$ cat config.mk
export PLATFORM = sky130hd
export DESIGN_NAME = mem_arbiter_flat
export DESIGN_NICKNAME = d
export VERILOG_FILES = /design/src/rtl/mem_arbiter_if.sv /design/src/rtl/mem_arbiter.sv /design/src/flat_wrapper.sv
export SDC_FILE = /design/constraint.sdc
export NUM_CORES = 1
export LEC_CHECK = 0
export BUFFER_PORTS_ARGS = -buffer_cell sky130_fd_sc_hd__buf_2
export CORE_ASPECT_RATIO = 0.9
export CORE_UTILIZATION = 50
export CTS_BUF_LIST = sky130_fd_sc_hd__clkbuf_16
export CTS_CLUSTER_SIZE = 10
export DETAILED_ROUTE_END_ITERATION = 6
export PLACE_DENSITY_LB_ADDON = 0.15
export SLEW_MARGIN = 20
export SYNTH_ARGS = -nofsm -noshare
export SYNTH_HDL_FRONTEND = slang
export SYNTH_SLANG_ARGS = --single-unit
$ cat constraint.sdc
create_clock -name sysclk -period 5.86 [get_ports sysclk]
set_input_delay 0.879 -clock sysclk [delete_from_list [all_inputs] [get_ports sysclk]]
set_output_delay 0.879 -clock sysclk [all_outputs]
set_load 0.05 [all_outputs]
$ cat src/rtl/mem_arbiter_if.sv
// Signal bundle between the arbiter, its instruction/data requesters and the shared memory.
// The arbiter takes the slave view; the environment (requesters plus memory) takes the master view.
interface mem_arbiter_if;
   logic        i_req_in;
   logic [31:0] i_addr_in;
   logic [31:0] i_rdata_out;
   logic        i_ack_out;

   logic        d_req_in;
   logic        d_we_in;
   logic [31:0] d_addr_in;
   logic [31:0] d_wdata_in;
   logic [3:0]  d_wstrb_in;
   logic [31:0] d_rdata_out;
   logic        d_ack_out;

   logic        mem_req_out;
   logic        mem_we_out;
   logic [31:0] mem_addr_out;
   logic [31:0] mem_wdata_out;
   logic [3:0]  mem_wstrb_out;
   logic [31:0] mem_rdata_in;
   logic        mem_ack_in;

   logic        busy_out;
   logic        err_out;

   modport slave (
      input  i_req_in, i_addr_in,
      input  d_req_in, d_we_in, d_addr_in, d_wdata_in, d_wstrb_in,
      input  mem_rdata_in, mem_ack_in,
      output i_rdata_out, i_ack_out, d_rdata_out, d_ack_out,
      output mem_req_out, mem_we_out, mem_addr_out, mem_wdata_out, mem_wstrb_out,
      output busy_out, err_out
   );

   modport master (
      output i_req_in, i_addr_in,
      output d_req_in, d_we_in, d_addr_in, d_wdata_in, d_wstrb_in,
      output mem_rdata_in, mem_ack_in,
      input  i_rdata_out, i_ack_out, d_rdata_out, d_ack_out,
      input  mem_req_out, mem_we_out, mem_addr_out, mem_wdata_out, mem_wstrb_out,
      input  busy_out, err_out
   );
endinterface

$ cat src/rtl/mem_arbiter.sv
// Two-port (instruction fetch / data access) arbiter onto a single memory port, with
// round-robin or fixed data priority, a saturating wait counter and a sticky timeout flag.
module mem_arbiter #(
   parameter int unsigned TIMEOUT_CYCLES = 255,
   parameter bit          D_PRIORITY     = 1'b0
) (
   input logic          sysclk,
   input logic          rst_in,
   mem_arbiter_if.slave bus_io
);

   typedef enum logic [1:0] {StIdle, StGrantI, StGrantD} state_e;

   state_e      state_q, state_d;
   logic        last_d_q, last_d_d;
   logic [31:0] wait_q, wait_d;
   logic        err_q, err_d;
   logic        busy_q, busy_d;
   logic        mem_req_q, mem_req_d;
   logic        mem_we_q, mem_we_d;
   logic [31:0] mem_addr_q, mem_addr_d;
   logic [31:0] mem_wdata_q, mem_wdata_d;
   logic [3:0]  mem_wstrb_q, mem_wstrb_d;
   logic        i_ack_q, i_ack_d;
   logic        d_ack_q, d_ack_d;
   logic [31:0] i_rdata_q, i_rdata_d;
   logic [31:0] d_rdata_q, d_rdata_d;

   logic        pick_d;
   logic        timeout;
   logic        finish;
   logic [31:0] fill_data;

   // Both requesting: D wins under fixed priority, else whichever port did not win last time.
   assign pick_d  = bus_io.d_req_in && (!bus_io.i_req_in || D_PRIORITY || !last_d_q);
   assign timeout = (TIMEOUT_CYCLES != 0) && (wait_q == TIMEOUT_CYCLES) && !bus_io.mem_ack_in;
   assign finish  = bus_io.mem_ack_in || timeout;
   // An aborted read returns zero instead of whatever the memory is driving.
   assign fill_data = bus_io.mem_ack_in ? bus_io.mem_rdata_in : 32'h0;

   always_comb begin
      state_d     = state_q;
      last_d_d    = last_d_q;
      wait_d      = wait_q;
      err_d       = err_q;
      mem_req_d   = mem_req_q;
      mem_we_d    = mem_we_q;
      mem_addr_d  = mem_addr_q;
      mem_wdata_d = mem_wdata_q;
      mem_wstrb_d = mem_wstrb_q;
      i_ack_d     = 1'b0;
      d_ack_d     = 1'b0;
      i_rdata_d   = i_rdata_q;
      d_rdata_d   = d_rdata_q;

      unique case (state_q)
         StIdle: begin
            if (pick_d) begin
               state_d     = StGrantD;
               last_d_d    = 1'b1;
               wait_d      = 32'h0;
               mem_req_d   = 1'b1;
               mem_we_d    = bus_io.d_we_in;
               mem_addr_d  = bus_io.d_addr_in;
               mem_wdata_d = bus_io.d_wdata_in;
               mem_wstrb_d = bus_io.d_wstrb_in;
            end else if (bus_io.i_req_in) begin
               state_d     = StGrantI;
               last_d_d    = 1'b0;
               wait_d      = 32'h0;
               mem_req_d   = 1'b1;
               mem_we_d    = 1'b0;
               mem_addr_d  = bus_io.i_addr_in;
               mem_wdata_d = 32'h0;
               mem_wstrb_d = 4'h0;
            end
         end
         StGrantI, StGrantD: begin
            if (finish) begin
               state_d   = StIdle;
               mem_req_d = 1'b0;
               err_d     = err_q || timeout;
               if (state_q == StGrantI) begin
                  i_ack_d   = 1'b1;
                  i_rdata_d = fill_data;
               end else begin
                  d_ack_d = 1'b1;
                  if (!mem_we_q) begin
                     d_rdata_d = fill_data;
                  end
               end
            end else if (wait_q != 32'hFFFF_FFFF) begin
               wait_d = wait_q + 32'h1;
            end
         end
         default: begin
            state_d   = StIdle;
            mem_req_d = 1'b0;
         end
      endcase

      busy_d = (state_d != StIdle);
   end

   always_ff @(posedge sysclk) begin
      if (rst_in) begin
         state_q     <= StIdle;
         last_d_q    <= 1'b1;
         wait_q      <= 32'h0;
         err_q       <= 1'b0;
         busy_q      <= 1'b0;
         mem_req_q   <= 1'b0;
         mem_we_q    <= 1'b0;
         mem_addr_q  <= 32'h0;
         mem_wdata_q <= 32'h0;
         mem_wstrb_q <= 4'h0;
         i_ack_q     <= 1'b0;
         d_ack_q     <= 1'b0;
         i_rdata_q   <= 32'h0;
         d_rdata_q   <= 32'h0;
      end else begin
         state_q     <= state_d;
         last_d_q    <= last_d_d;
         wait_q      <= wait_d;
         err_q       <= err_d;
         busy_q      <= busy_d;
         mem_req_q   <= mem_req_d;
         mem_we_q    <= mem_we_d;
         mem_addr_q  <= mem_addr_d;
         mem_wdata_q <= mem_wdata_d;
         mem_wstrb_q <= mem_wstrb_d;
         i_ack_q     <= i_ack_d;
         d_ack_q     <= d_ack_d;
         i_rdata_q   <= i_rdata_d;
         d_rdata_q   <= d_rdata_d;
      end
   end

   assign bus_io.i_rdata_out   = i_rdata_q;
   assign bus_io.i_ack_out     = i_ack_q;
   assign bus_io.d_rdata_out   = d_rdata_q;
   assign bus_io.d_ack_out     = d_ack_q;
   assign bus_io.mem_req_out   = mem_req_q;
   assign bus_io.mem_we_out    = mem_we_q;
   assign bus_io.mem_addr_out  = mem_addr_q;
   assign bus_io.mem_wdata_out = mem_wdata_q;
   assign bus_io.mem_wstrb_out = mem_wstrb_q;
   assign bus_io.busy_out      = busy_q;
   assign bus_io.err_out       = err_q;

endmodule

$ cat src/flat_wrapper.sv
// flat-port wrapper written by rule: the top's interface ports become plain ports
module mem_arbiter_flat 
#(
   parameter int unsigned TIMEOUT_CYCLES = 255,
   parameter bit          D_PRIORITY     = 1'b0
)
  (sysclk, rst_in, bus_io_i_req_in, bus_io_i_addr_in, bus_io_d_req_in, bus_io_d_we_in, bus_io_d_addr_in, bus_io_d_wdata_in, bus_io_d_wstrb_in, bus_io_mem_rdata_in, bus_io_mem_ack_in, bus_io_i_rdata_out, bus_io_i_ack_out, bus_io_d_rdata_out, bus_io_d_ack_out, bus_io_mem_req_out, bus_io_mem_we_out, bus_io_mem_addr_out, bus_io_mem_wdata_out, bus_io_mem_wstrb_out, bus_io_busy_out, bus_io_err_out);
  mem_arbiter_if bus_io_i ();
  input logic sysclk;
  input logic rst_in;
  input wire logic [$bits(bus_io_i.i_req_in)-1:0] bus_io_i_req_in;
  input wire logic [$bits(bus_io_i.i_addr_in)-1:0] bus_io_i_addr_in;
  input wire logic [$bits(bus_io_i.d_req_in)-1:0] bus_io_d_req_in;
  input wire logic [$bits(bus_io_i.d_we_in)-1:0] bus_io_d_we_in;
  input wire logic [$bits(bus_io_i.d_addr_in)-1:0] bus_io_d_addr_in;
  input wire logic [$bits(bus_io_i.d_wdata_in)-1:0] bus_io_d_wdata_in;
  input wire logic [$bits(bus_io_i.d_wstrb_in)-1:0] bus_io_d_wstrb_in;
  input wire logic [$bits(bus_io_i.mem_rdata_in)-1:0] bus_io_mem_rdata_in;
  input wire logic [$bits(bus_io_i.mem_ack_in)-1:0] bus_io_mem_ack_in;
  output wire logic [$bits(bus_io_i.i_rdata_out)-1:0] bus_io_i_rdata_out;
  output wire logic [$bits(bus_io_i.i_ack_out)-1:0] bus_io_i_ack_out;
  output wire logic [$bits(bus_io_i.d_rdata_out)-1:0] bus_io_d_rdata_out;
  output wire logic [$bits(bus_io_i.d_ack_out)-1:0] bus_io_d_ack_out;
  output wire logic [$bits(bus_io_i.mem_req_out)-1:0] bus_io_mem_req_out;
  output wire logic [$bits(bus_io_i.mem_we_out)-1:0] bus_io_mem_we_out;
  output wire logic [$bits(bus_io_i.mem_addr_out)-1:0] bus_io_mem_addr_out;
  output wire logic [$bits(bus_io_i.mem_wdata_out)-1:0] bus_io_mem_wdata_out;
  output wire logic [$bits(bus_io_i.mem_wstrb_out)-1:0] bus_io_mem_wstrb_out;
  output wire logic [$bits(bus_io_i.busy_out)-1:0] bus_io_busy_out;
  output wire logic [$bits(bus_io_i.err_out)-1:0] bus_io_err_out;
  assign bus_io_i.i_req_in = bus_io_i_req_in;
  assign bus_io_i.i_addr_in = bus_io_i_addr_in;
  assign bus_io_i.d_req_in = bus_io_d_req_in;
  assign bus_io_i.d_we_in = bus_io_d_we_in;
  assign bus_io_i.d_addr_in = bus_io_d_addr_in;
  assign bus_io_i.d_wdata_in = bus_io_d_wdata_in;
  assign bus_io_i.d_wstrb_in = bus_io_d_wstrb_in;
  assign bus_io_i.mem_rdata_in = bus_io_mem_rdata_in;
  assign bus_io_i.mem_ack_in = bus_io_mem_ack_in;
  assign bus_io_i_rdata_out = bus_io_i.i_rdata_out;
  assign bus_io_i_ack_out = bus_io_i.i_ack_out;
  assign bus_io_d_rdata_out = bus_io_i.d_rdata_out;
  assign bus_io_d_ack_out = bus_io_i.d_ack_out;
  assign bus_io_mem_req_out = bus_io_i.mem_req_out;
  assign bus_io_mem_we_out = bus_io_i.mem_we_out;
  assign bus_io_mem_addr_out = bus_io_i.mem_addr_out;
  assign bus_io_mem_wdata_out = bus_io_i.mem_wdata_out;
  assign bus_io_mem_wstrb_out = bus_io_i.mem_wstrb_out;
  assign bus_io_busy_out = bus_io_i.busy_out;
  assign bus_io_err_out = bus_io_i.err_out;
  mem_arbiter #(.TIMEOUT_CYCLES(TIMEOUT_CYCLES), .D_PRIORITY(D_PRIORITY)) u_core (.sysclk(sysclk), .rst_in(rst_in), .bus_io(bus_io_i));
endmodule
-- Word level (Yosys, flattened, before mapping)
Cells that the tools add are included.
- add/subtract/negate cells: 1
- equality and inequality tests: 8
- multiplexer cells: 24
- bitwise operators: 4
- reductions and logical operators: 20
- operator list (operator ; number):
    32-bit two-way mux ; 8
    32-bit one-hot mux with 2 select lines ; 1
    32-bit by 1-bit adder with 32-bit output, second input constant ; 1
    32-bit by 8-bit == test with 1-bit output, second input constant ; 1
    32-bit != test, second input constant ; 1
    1-bit two-way mux ; 8
    4-bit two-way mux ; 2
    4-bit AND reduction ; 2
    2-bit two-way mux ; 3
    2-bit AND reduction ; 3
    2-bit nonzero test ; 3
    2-bit by 1-bit != test with 1-bit output, second input constant ; 2
    1-bit inverter ; 4
    2-bit one-hot mux with 2 select lines ; 1
    1-bit zero test ; 3
    1-bit logical OR ; 3
    3-bit by 2-bit != test with 1-bit output, second input constant ; 1
    3-bit AND reduction ; 1
    3-bit OR reduction ; 1
    2-bit by 1-bit == test with 1-bit output, second input constant ; 1
    2-bit == test, second input constant ; 1
    1-bit logical AND ; 2
    2-bit zero test ; 1
    2-bit != test, second input constant ; 1
    2 further kinds ; 2
- bits in registers: 173
- input bits: 138
- output and inout bits: 138

-- Logic depth before layout (Yosys ltp)
Gate-level depths: netlist (run 1).
- depth in word-level cells: 6
- gate-level depth with buffers: 10
- gate-level depth less buffers: 8

-- Worst setup path after synthesis (run 1)
Ideal clock, no wire load.
- path type: register to register
- from: register u_core.wait_q[0]
- to: register u_core.wait_q[12]
- setup time: 0.087 ns
- arrival: 2.421 ns
- required time: 5.773 ns
- slack: 3.352 ns
- cell stages (with the launch flop): 10
- buffers on the path: 2
- clock period less this slack: 2.508 ns
- cell sequence: dfxtp_1 > ha_1 > nand3_2 > or4_4 > or4_1 > buf_2 > a31oi_4 > buf_6 > o21ai_0 > o31ai_1
- cells in the longest elaborated chain, start to end: 5
- elaborated cells between the ends (all ways): 11
- classes of those cells: 1 x add/sub; 4 x eq/ne; 3 x mux; 3 x reduce/logical
- RTL lines (item ; line ; source):
    start: declaration ; mem_arbiter.sv:16 ; logic [31:0] wait_q, wait_d;
    start signal: assignment ; mem_arbiter.sv:124 ; wait_q <= wait_d;
    branches (longest 5 deep; another with 32-bit by 1-bit adder with 32-bit output) ; -- ;
Several ways; the timed one is not identified. The select of a mux whose other input is x is not followed.
A chain may end at the register's enable or synchronous reset.

-- Worst setup path after layout (run 1)
- from: register u_core.wait_q[0]
- to: register u_core.i_rdata_q[19], in the netlist u_core.bus_io.i_rdata_out[19]
- cells in the longest elaborated chain, start to end: 4
- RTL lines (item ; line ; source):
    32-bit by 8-bit == test with 1-bit output ; mem_arbiter.sv:36 ; assign timeout = (TIMEOUT_CYCLES != 0) && (wait_q == TIMEOUT_CYCLES) && !bus_io.mem_ack_in;
    1-bit logical AND ; mem_arbiter.sv:36 ;
    1-bit logical OR ; mem_arbiter.sv:37 ; assign finish = bus_io.mem_ack_in || timeout;
    3-bit AND reduction (no source line) ; -- ;
    end signal: assignment ; mem_arbiter.sv:134 ; i_rdata_q <= i_rdata_d;
    end: declaration ; mem_arbiter.sv:26 ; logic [31:0] i_rdata_q, i_rdata_d;
No other way between the ends.

==> results of run 1 <==
power groups by stage:
stage,Clock [mW],Combinational (mW),Sequential (mW)
after detailed placement,0,0.639,1.30
after CTS,1.15,0.640,1.28
after floorplan,0,0.236,1.53
after global routing,1.21,0.682,1.29
final,1.14,0.640,1.28
after global placement,0,0.634,1.30
routing by layer:
layer | GRT usage, % | vias to the layer above
met3 | 6.92 | 25
li1 | - | 3381
met4 | 9.00 | 0
met2 | 45.6 | 262
met5 | 0 | -
met1 | 33.7 | 3232
logic make-up (layout without fill, tap and decap cells):
kind of cell             after synthesis  after routing  share of synthesized area (%)
adder cells (fa/ha/maj)                5              5                          0.896
AND/OR/NAND/NOR                      287            287                           18.6
AO/OA/AOI/OAI                        223            223                           21.7
multiplexers                          32             32                           4.59
XOR/XNOR                               1              1                          0.125
buffers and inverters                 76            325                           4.43
flip-flops                           173            173                           49.6
per-stage QoR:
| step | util (%) | power [mW] | instance area, µm² | setup WS [ns] |
|---|---|---|---|---|
| 2_1_floorplan | - | 1.77 | 6980 | 3.35 |
| 3_3_place_gp | 62.3 | 1.94 | 8390 | 2.59 |
| 3_5_place_dp | 62.3 | 1.94 | 8390 | 2.59 |
| 4_1_cts | 66.7 | 3.07 | 8980 | 2.75 |
| 5_1_grt | 66.7 | 3.18 | 8980 | 2.45 |
| 6_report | 66.7 | 3.06 | 8980 | 2.68 |
registers in the layout, indices dropped and copies added (netlist names), 2 cells and up:
register	flops
u_core.bus_io.mem_addr_out	32
u_core.bus_io.d_rdata_out	32
u_core.bus_io.mem_wstrb_out	4
u_core.bus_io.i_rdata_out	32
u_core.state_q	2
u_core.wait_q	32
u_core.bus_io.mem_wdata_out	32
critical path: cells and delay by family (launching register included):
family,cells,cell delay (ns)
flip-flops,1,0.39
AO/OA/AOI/OAI,2,0.89
adder cells (fa/ha/maj),1,0.25
AND/OR/NAND/NOR,4,1.48
how the worst min path moves through the flow:
| stage | start | end | slack, ns | cells past startpoint |
|---|---|---|---|---|
| after floorplan | u_core.last_d_q | u_core.last_d_q | 0.43 | 1 |
| after global placement | u_core.bus_io.d_rdata_out[3] | u_core.bus_io.d_rdata_out[3] | 0.44 | 2 |
| after detailed placement | u_core.bus_io.d_rdata_out[28] | u_core.bus_io.d_rdata_out[28] | 0.44 | 2 |
| after CTS | u_core.bus_io.d_rdata_out[28] | u_core.bus_io.d_rdata_out[28] | 0.45 | 2 |
| after global routing | u_core.bus_io.d_rdata_out[15] | u_core.bus_io.d_rdata_out[15] | 0.47 | 2 |
| final | u_core.bus_io.d_rdata_out[0] | u_core.bus_io.d_rdata_out[0] | 0.45 | 2 |
area by class of cell:
cell class | count | share of cell area, %
clock buffer | 17 | 4.73
multi-input combinational | 548 | 36.0
clock inverter | 15 | 1.89
timing repair buffer | 284 | 16.1
inverter | 9 | 0.376
tap | 168 | 2.34
sequential | 173 | 38.5
Yosys cell counts, types with 10 or more instances:
cell	n
a21oi_1	46
and3_1	10
dfxtp_1	173
nand2_1	56
nand3_1	46
a211oi_1	35
clkbuf_1	53
a22oi_1	37
o21ai_0	35
a32oi_1	32
mux2i_1	32
nor2_1	126
==> results.cfg, run 1 <==
[setup_path]
critPathSlowestCell = nand2_1
worstSetupStartpoint = u_core.wait_q[0]
end_kind = register
crit_chain = ha_1 > nand3_2 > nor4b_1 > a41o_1 > nand2_1 > a32oi_1 > nor2_1
start_kind = register
critical_path_required_ns = 6.14
cp.arrival_ns = 3.45
worstSetupEndpoint = u_core.bus_io.i_rdata_out[19]
critical_path.max_fanout = 32
timing.rr.end = u_core.bus_io.i_rdata_out[19]
r2r_slack_ns = 2.68
reg2reg_depth = 7
critPathMaxStageDelay_ns = 0.72
r2r-start = u_core.wait_q[0]
worstSetupPathType = reg -> reg

[clock_network]
cts_buffers = 17
post_cts.repair.setup_buffers = 0
clock_latency_ns = 0.42
hold_buffers = 0
tritoncts = yes
htree_levels = 4
root_buffer = clkbuf_16
clkTransAtPathRegs_ns = 0.07
ctsResizeCount = 0
clkSinkCount = 173
cts_max_path_buffers = 2

[global_routing]
antenna_found_initial = 1
grt_pass1_vias = 6106
grt_max_degree = 80
grt_overflow = 0
grt_use_total_pct = 27.0
grt_pass1_wl_um = 30900

[logic_synthesis]
synthDominantCellAreaShare_pct = 49.6
synth_area_leaders = dfxtp_1 50%, nor2_1 6.8%, mux2i_1 4.6%, a32oi_1 4.0%, a22oi_1 4.0%
async_flop_share_pct = 0
yosys_most_used_dff = dfxtp_1
ys_warn_count = 0
syn_nets = 940
netlist_area_um2 = 6980
yosys.cell_types.count = 47
ys_seq_area_share_pct = 49.6
synth-edff-count = 0
syn_avg_cell_area_um2 = 8.76
netlist_instances = 797
ys_ff_latch = 173
yosys.area.top_type = dfxtp_1

[final_layout]
instances_no_fill = 1214
fill_cells = 1115
area_delta_synth_final_pct = 28.7
fin_nets = 1176
final_cell_mix = 274 x buf_2, 173 x dfxtp_1, 126 x nor2_1, 56 x nand2_1
multi_input_area_um2 = 3240
diodes = 0
regArea_um2 = 3460
layout_commonest_cell = buf_2
layout-drive-gt1-share_pct = 30.9

[power_and_ir_drop]
switchingPower_mw = 0.975
p_clk_share_pct = 37.3
combPwrFrac_pct = 20.9
ir_worst_vdd_mv = 0.243
internal_power_mw = 2.09
power_switching_share_pct = 31.9
powerDensity_nw_per_um2 = 341
seq_power_share_pct = 41.8
p_leak_nw = 3.93

[sta]
maxSlewViolCount = 0
hold_ws_ns = 0.449
maxSlewHeadroom_pct = 24.7
worst_pin_slew_ns = 1.13
fin_crit_ns = 3.18
rsz0062_at_grt = false
min_period_over_period_pct = 54.3
max_freq_ghz = 0.314
skew_ns = 0.00895
hold_violations = 0
setup_tns_ns = 0
setup_viol = 0

[die]
core_um2 = 13500
initial_core_util_pct = 51.8
die_width_um = 127
num_rows = 40
die-height_um = 114
dieArea_um2 = 14400
num_io_pins = 276

[detailed_routing]
drt-met1-wl_um = 8610
drt_iter0_drc = 610
viasPerCell = 5.68
top_layer = met4
wirelength_um = 19900
drtPass1Iterations = 5
met3_length_um = 1220
ant_nets = 0
wl_per_cell_um = 16.4
drt_drc_violations_left = 0
num_vias = 6900
met2RoutedLength_um = 9700

[placed_design]
dp_hpwl_um = 13700
io_buffers = 275
place_congestion = 0.894
dp_cells = 1182

[flow_run]
max_cap_viol_count = 0

[min_path]
min_path_type = reg -> reg

[outcome]
status = finished, final reports clean
Note: power is estimated with default switching activity, not from simulation.
==> run 2: changes to the inputs <==
- CORE_UTILIZATION: 50 -> 49
- clock period: 5.86 -> 3.35 ns (I/O delays scaled with it)
==> run 2 against run 1 <==
  * Clock skew increased by 0.00073 ns
  * Non-clock buffer count increased by 6
  * Critical path depth unchanged
  * Core utilization decreased by 0.16 points
  * Sequential power increased by 75%
  * Clock power increased by 80%
  * First-iteration DRC count decreased by 1.5%
  * Largest cell class unchanged
  * Largest power group unchanged
==> results.cfg, run 2 (same netlist as run 1, synthesis figures left out) <==
[detailed_routing]
drt_iter0_drc = 601
wirelength_um = 20200
viasPerCell = 5.54
drt_drc_violations_left = 0
num_vias = 6884
drtPass1Iterations = 5
wl_per_cell_um = 16.3
ant_nets = 0

[die]
dieArea_um2 = 14700
core_um2 = 13600
initial_core_util_pct = 51.3
die-height_um = 115
num_io_pins = 276
num_rows = 40
die_width_um = 128

[sta]
skew_ns = 0.00968
maxSlewViolCount = 0
min_period_over_period_pct = 91.0
setup_viol = 0
hold_ws_ns = 0.320
maxSlewHeadroom_pct = 38.7
worst_pin_slew_ns = 0.913
max_freq_ghz = 0.328
setup_tns_ns = 0
fin_crit_ns = 3.05
rsz0062_at_grt = false
hold_violations = 0

[clock_network]
clock_latency_ns = 0.43
clkTransAtPathRegs_ns = 0.06
root_buffer = clkbuf_16
htree_levels = 4
clkSinkCount = 173
tritoncts = yes
post_cts.repair.setup_buffers = 0
cts_max_path_buffers = 2
cts_buffers = 17
ctsResizeCount = 0
hold_buffers = 0

[setup_path]
start_kind = register
end_kind = register
cp.arrival_ns = 3.40
critical_path.max_fanout = 23
worstSetupPathType = reg -> reg
critical_path_required_ns = 3.70

[placed_design]
place_congestion = 0.863
placed_cell_area_um2 = 8460
dp_cells = 1209
io_buffers = 275
dp_hpwl_um = 13700

[final_layout]
fin_nets = 1182
layout-drive-gt1-share_pct = 31.2
instances_no_fill = 1242
design_area_um2 = 9060
final_cell_mix = 274 x buf_2, 173 x dfxtp_1, 126 x nor2_1, 56 x nand2_1
fill_cells = 1173
layout_commonest_cell = buf_2
area_delta_synth_final_pct = 29.8

[power_and_ir_drop]
p_leak_nw = 3.98
powerDensity_nw_per_um2 = 598
ir_worst_vdd_mv = 0.409

[global_routing]
grt_max_degree = 78
grt_pass1_vias = 6121
grt_pass1_wl_um = 31400
grt_overflow = 0
grt_use_total_pct = 27.0
antenna_found_initial = 0

[min_path]
min_path_type = in -> reg

[flow_run]
max_cap_viol_count = 0

[outcome]
status = finished, final reports clean
run 2: cell types whose count changed in the layout (fill, tap and decap cells not counted), sizes merged:
cell      before  now
buf          284  290
clkinvlp       4    1
clkinv         6    8
bufinv         3    4
diode          0    1
run 2: critical path, stage by stage (launching register included):
cell and delay [ns]:
dfxtp_1 0.38, ha_1 0.24, nand3_2 0.16, or4_4 0.60, or4_1 0.68, a31oi_4 0.61, o21ai_0 0.21, o31ai_1 0.09
run 2: final timing paths:
kind | startpoint | to | slack (ns) | cells past startpoint
max | u_core.wait_q[0] | u_core.wait_q[25] | 0.30 | 7
min | bus_io_d_wdata_in[4] | u_core.bus_io.mem_wdata_out[4] | 0.32 | 3
max reg2reg | u_core.wait_q[0] | u_core.wait_q[25] | 0.30 | 7
min reg2reg | u_core.bus_io.d_rdata_out[13] | u_core.bus_io.d_rdata_out[13] | 0.45 | 2
run 2: report_power, final:
group	switching, mW	internal [mW]
combinational	0.819	0.308
sequential	0.0602	2.18
clock	0.819	1.23
total	1.70	3.72
run 2: routing by layer:
metal / share of wire [%] / global-route usage [%]
met1: 42 / 33.5
met2: 49 / 46.3
met3: 7.3 / 5.96
met4: 1.4 / 9.57
met5: 0 / 0
run 2: layout make-up:
cell class,count,area [µm²],area share (%)
Multi-Input combinational cell,548,3230,35.6
Tap cell,189,236,2.61
Clock buffer,17,425,4.69
Clock inverter,15,180,1.99
Inverter,9,33.8,0.373
Sequential cell,173,3460,38.2
Timing Repair Buffer,290,1490,16.5
Antenna cell,1,2.50,0.0276
run 2: metrics by stage:
stage	utilization, %	setup slack (ns)	power, mW
3_3_place_gp	62.1	0.404	3.40
6_report	66.6	0.303	5.42
3_5_place_dp	62.1	0.372	3.41
2_1_floorplan	-	0.842	3.09
5_1_grt	66.6	0.165	5.60
4_1_cts	66.6	0.361	5.43
==> run 3: changes to the inputs <==
- ABC_AREA: unset -> 1
- ABC_CLOCK_PERIOD_IN_PS: unset -> 3350
- CORE_UTILIZATION: 49 -> 50
==> run 3 against run 2 <==
  * Die area is 11% higher
  * Critical endpoint is now u_core.wait_q[29]
  * Synthesized area up 13%
  * Clock power about the same
  * Flip-flop and latch count did not move
  * Core utilization shrank 2.3 points
  * Non-clock buffer count is 1 lower
==> results.cfg, run 3 <==
[detailed_routing]
drtPass1Iterations = 5
viasPerCell = 5.01
wirelength_um = 23000
drt_iter0_drc = 671
wl_per_cell_um = 14.1
num_vias = 8171
drt_drc_violations_left = 0
ant_nets = 0

[sta]
final.setup.worst_slack_ns = 0.797
fin_crit_ns = 2.55
max_freq_ghz = 0.392
maxSlewViolCount = 0
min_period_over_period_pct = 76.2
maxSlewHeadroom_pct = 44.4
setup_viol = 0
setup_tns_ns = 0
rsz0062_at_grt = false
hold_violations = 0
worst_pin_slew_ns = 0.833
skew_ns = 0.00934

[logic_synthesis]
ys_warn_count = 0
ys_ff_latch = 173
syn_nets = 1318
synth-edff-count = 0
synth_area_leaders = dfxtp_1 44%, nand2_1 20%, a21oi_1 7.8%, nand3_1 6.0%, nor2_1 4.6%
ys_seq_area_share_pct = 43.8
netlist_area_um2 = 7920
yosys.area.top_type = dfxtp_1
synth_common_cells = 418 x nand2_1, 173 x dfxtp_1, 123 x a21oi_1
yosysMostFrequentCell = nand2_1
async_flop_share_pct = 0
synthDominantCellAreaShare_pct = 43.8
netlist_instances = 1175
yosys.cell_types.count = 29
yosys_most_used_dff = dfxtp_1
syn_avg_cell_area_um2 = 6.74

[die]
num_rows = 43
initial_core_util_pct = 51.3
die-height_um = 121
num_io_pins = 276
die_width_um = 135
core_um2 = 15400
dieArea_um2 = 16300

[setup_path]
critPathMaxStageDelay_ns = 0.75
critPathSlowestCell = ha_1
critical_path_required_ns = 3.68
worstSetupPathType = reg -> reg
path_delay_family = simple AND/OR/NAND/NOR gates
crit_chain = inv_1 > ha_1 > nand2_1 > inv_1 > nand3_1 > nor2_1 > nand3_2 > nand2_2 > inv_4 > nand2_8 > inv_1 > nor2_1 > nor2_1
critical_path.max_fanout = 37
cp.arrival_ns = 2.88
path_buf_inv = 4
end_kind = register
start_kind = register

[clock_network]
htree_levels = 4
cts_buffers = 17
clock_latency_ns = 0.43
clkSinkCount = 173
cts_max_path_buffers = 2
post_cts.repair.setup_buffers = 0
tritoncts = yes
hold_buffers = 0
clkTransAtPathRegs_ns = 0.07
root_buffer = clkbuf_16
ctsResizeCount = 0

[power_and_ir_drop]
seq_power_share_pct = 40.7
p_clk_share_pct = 36.4
powerDensity_nw_per_um2 = 563
internal_power_mw = 3.69
ir_worst_vdd_mv = 0.485
switchingPower_mw = 1.90
power_switching_share_pct = 34.0
p_leak_nw = 4.68
combPwrFrac_pct = 22.9

[global_routing]
antenna_found_initial = 3
grt_use_total_pct = 28.2
grt_overflow = 0
grt_pass1_vias = 7290
grt_max_degree = 65
grt_pass1_wl_um = 36300

[placed_design]
dp_cells = 1595
dp_hpwl_um = 15900
io_buffers = 275
place_congestion = 0.941
pre_cts_ws_ns = 0.834

[final_layout]
area_delta_synth_final_pct = 25.4
layout_commonest_cell = nand2_1
instances_no_fill = 1630
final_cell_mix = 418 x nand2_1, 274 x buf_2, 173 x dfxtp_1, 123 x a21oi_1
fin_nets = 1555
fill_cells = 1433
final_util_pct = 64.3
layout-drive-gt1-share_pct = 23.9

[min_path]
min_path_type = in -> reg

[outcome]
status = finished, final reports clean

[flow_run]
max_cap_viol_count = 0
[run 3: area by class of cell]
type / instances / area (µm²) / area share, %
Sequential cell: 173 / 3460 / 34.9
Inverter: 93 / 353 / 3.55
Multi-Input combinational cell: 838 / 3770 / 38.0
Clock inverter: 15 / 173 / 1.74
Tap cell: 202 / 253 / 2.55
Timing Repair Buffer: 289 / 1480 / 15.0
Antenna cell: 3 / 7.51 / 0.0756
Clock buffer: 17 / 425 / 4.29
[run 3: cells by family after synthesis]
kind of cell,after synthesis,synth area share [%]
compound gates,196,13.1
xor+xnor,10,1.11
fa+ha+maj,5,0.790
buf+inv,164,8.80
flops,173,43.8
simple gates,627,32.4
[run 3: worst paths after layout]
path                                startpoint                               to  slack (ns)  cells past startpoint
setup / recovery             u_core.state_q[0]                u_core.wait_q[29]        0.80                     13
hold reg to reg   u_core.bus_io.i_rdata_out[1]     u_core.bus_io.i_rdata_out[1]        0.46                      2
hold / removal           bus_io_d_wdata_in[29]  u_core.bus_io.mem_wdata_out[29]        0.31                      3
setup reg to reg             u_core.state_q[0]                u_core.wait_q[29]        0.80                     13
[run 3: tightest hold or removal path: cells and delay by family]
kind / cells / cell delay (ns)
buffers and inverters: 1 / 0.09
AO/OA/AOI/OAI: 1 / 0.05
AND/OR/NAND/NOR: 1 / 0.05
[run 3: metrics by stage]
step | hold slack, ns | area (µm²) | power (mW)
after floorplan | 0.429 | 7920 | 3.26
after global placement | 0.447 | 9320 | 3.59
after detailed placement | 0.450 | 9320 | 3.60
after CTS | 0.303 | 9920 | 5.60
after global routing | 0.311 | 9930 | 5.82
final | 0.309 | 9930 | 5.59
[run 3: power groups by stage]
stage                     clock (mW)  sequential, mW  combinational, mW
after floorplan                    0            2.73              0.535
after global placement             0            2.32               1.27
after detailed placement           0            2.32               1.28
after CTS                       2.05            2.27               1.28
after global routing            2.14            2.29               1.39
final                           2.03            2.28               1.28
[run 3: routing by layer]
metal,track usage (%),wire length [µm],vias up
met5,0,0,-
met4,12.1,616,0
met1,35.1,9840,3643
met3,7.60,1610,37
li1,-,-,4208
met2,45.7,11000,283
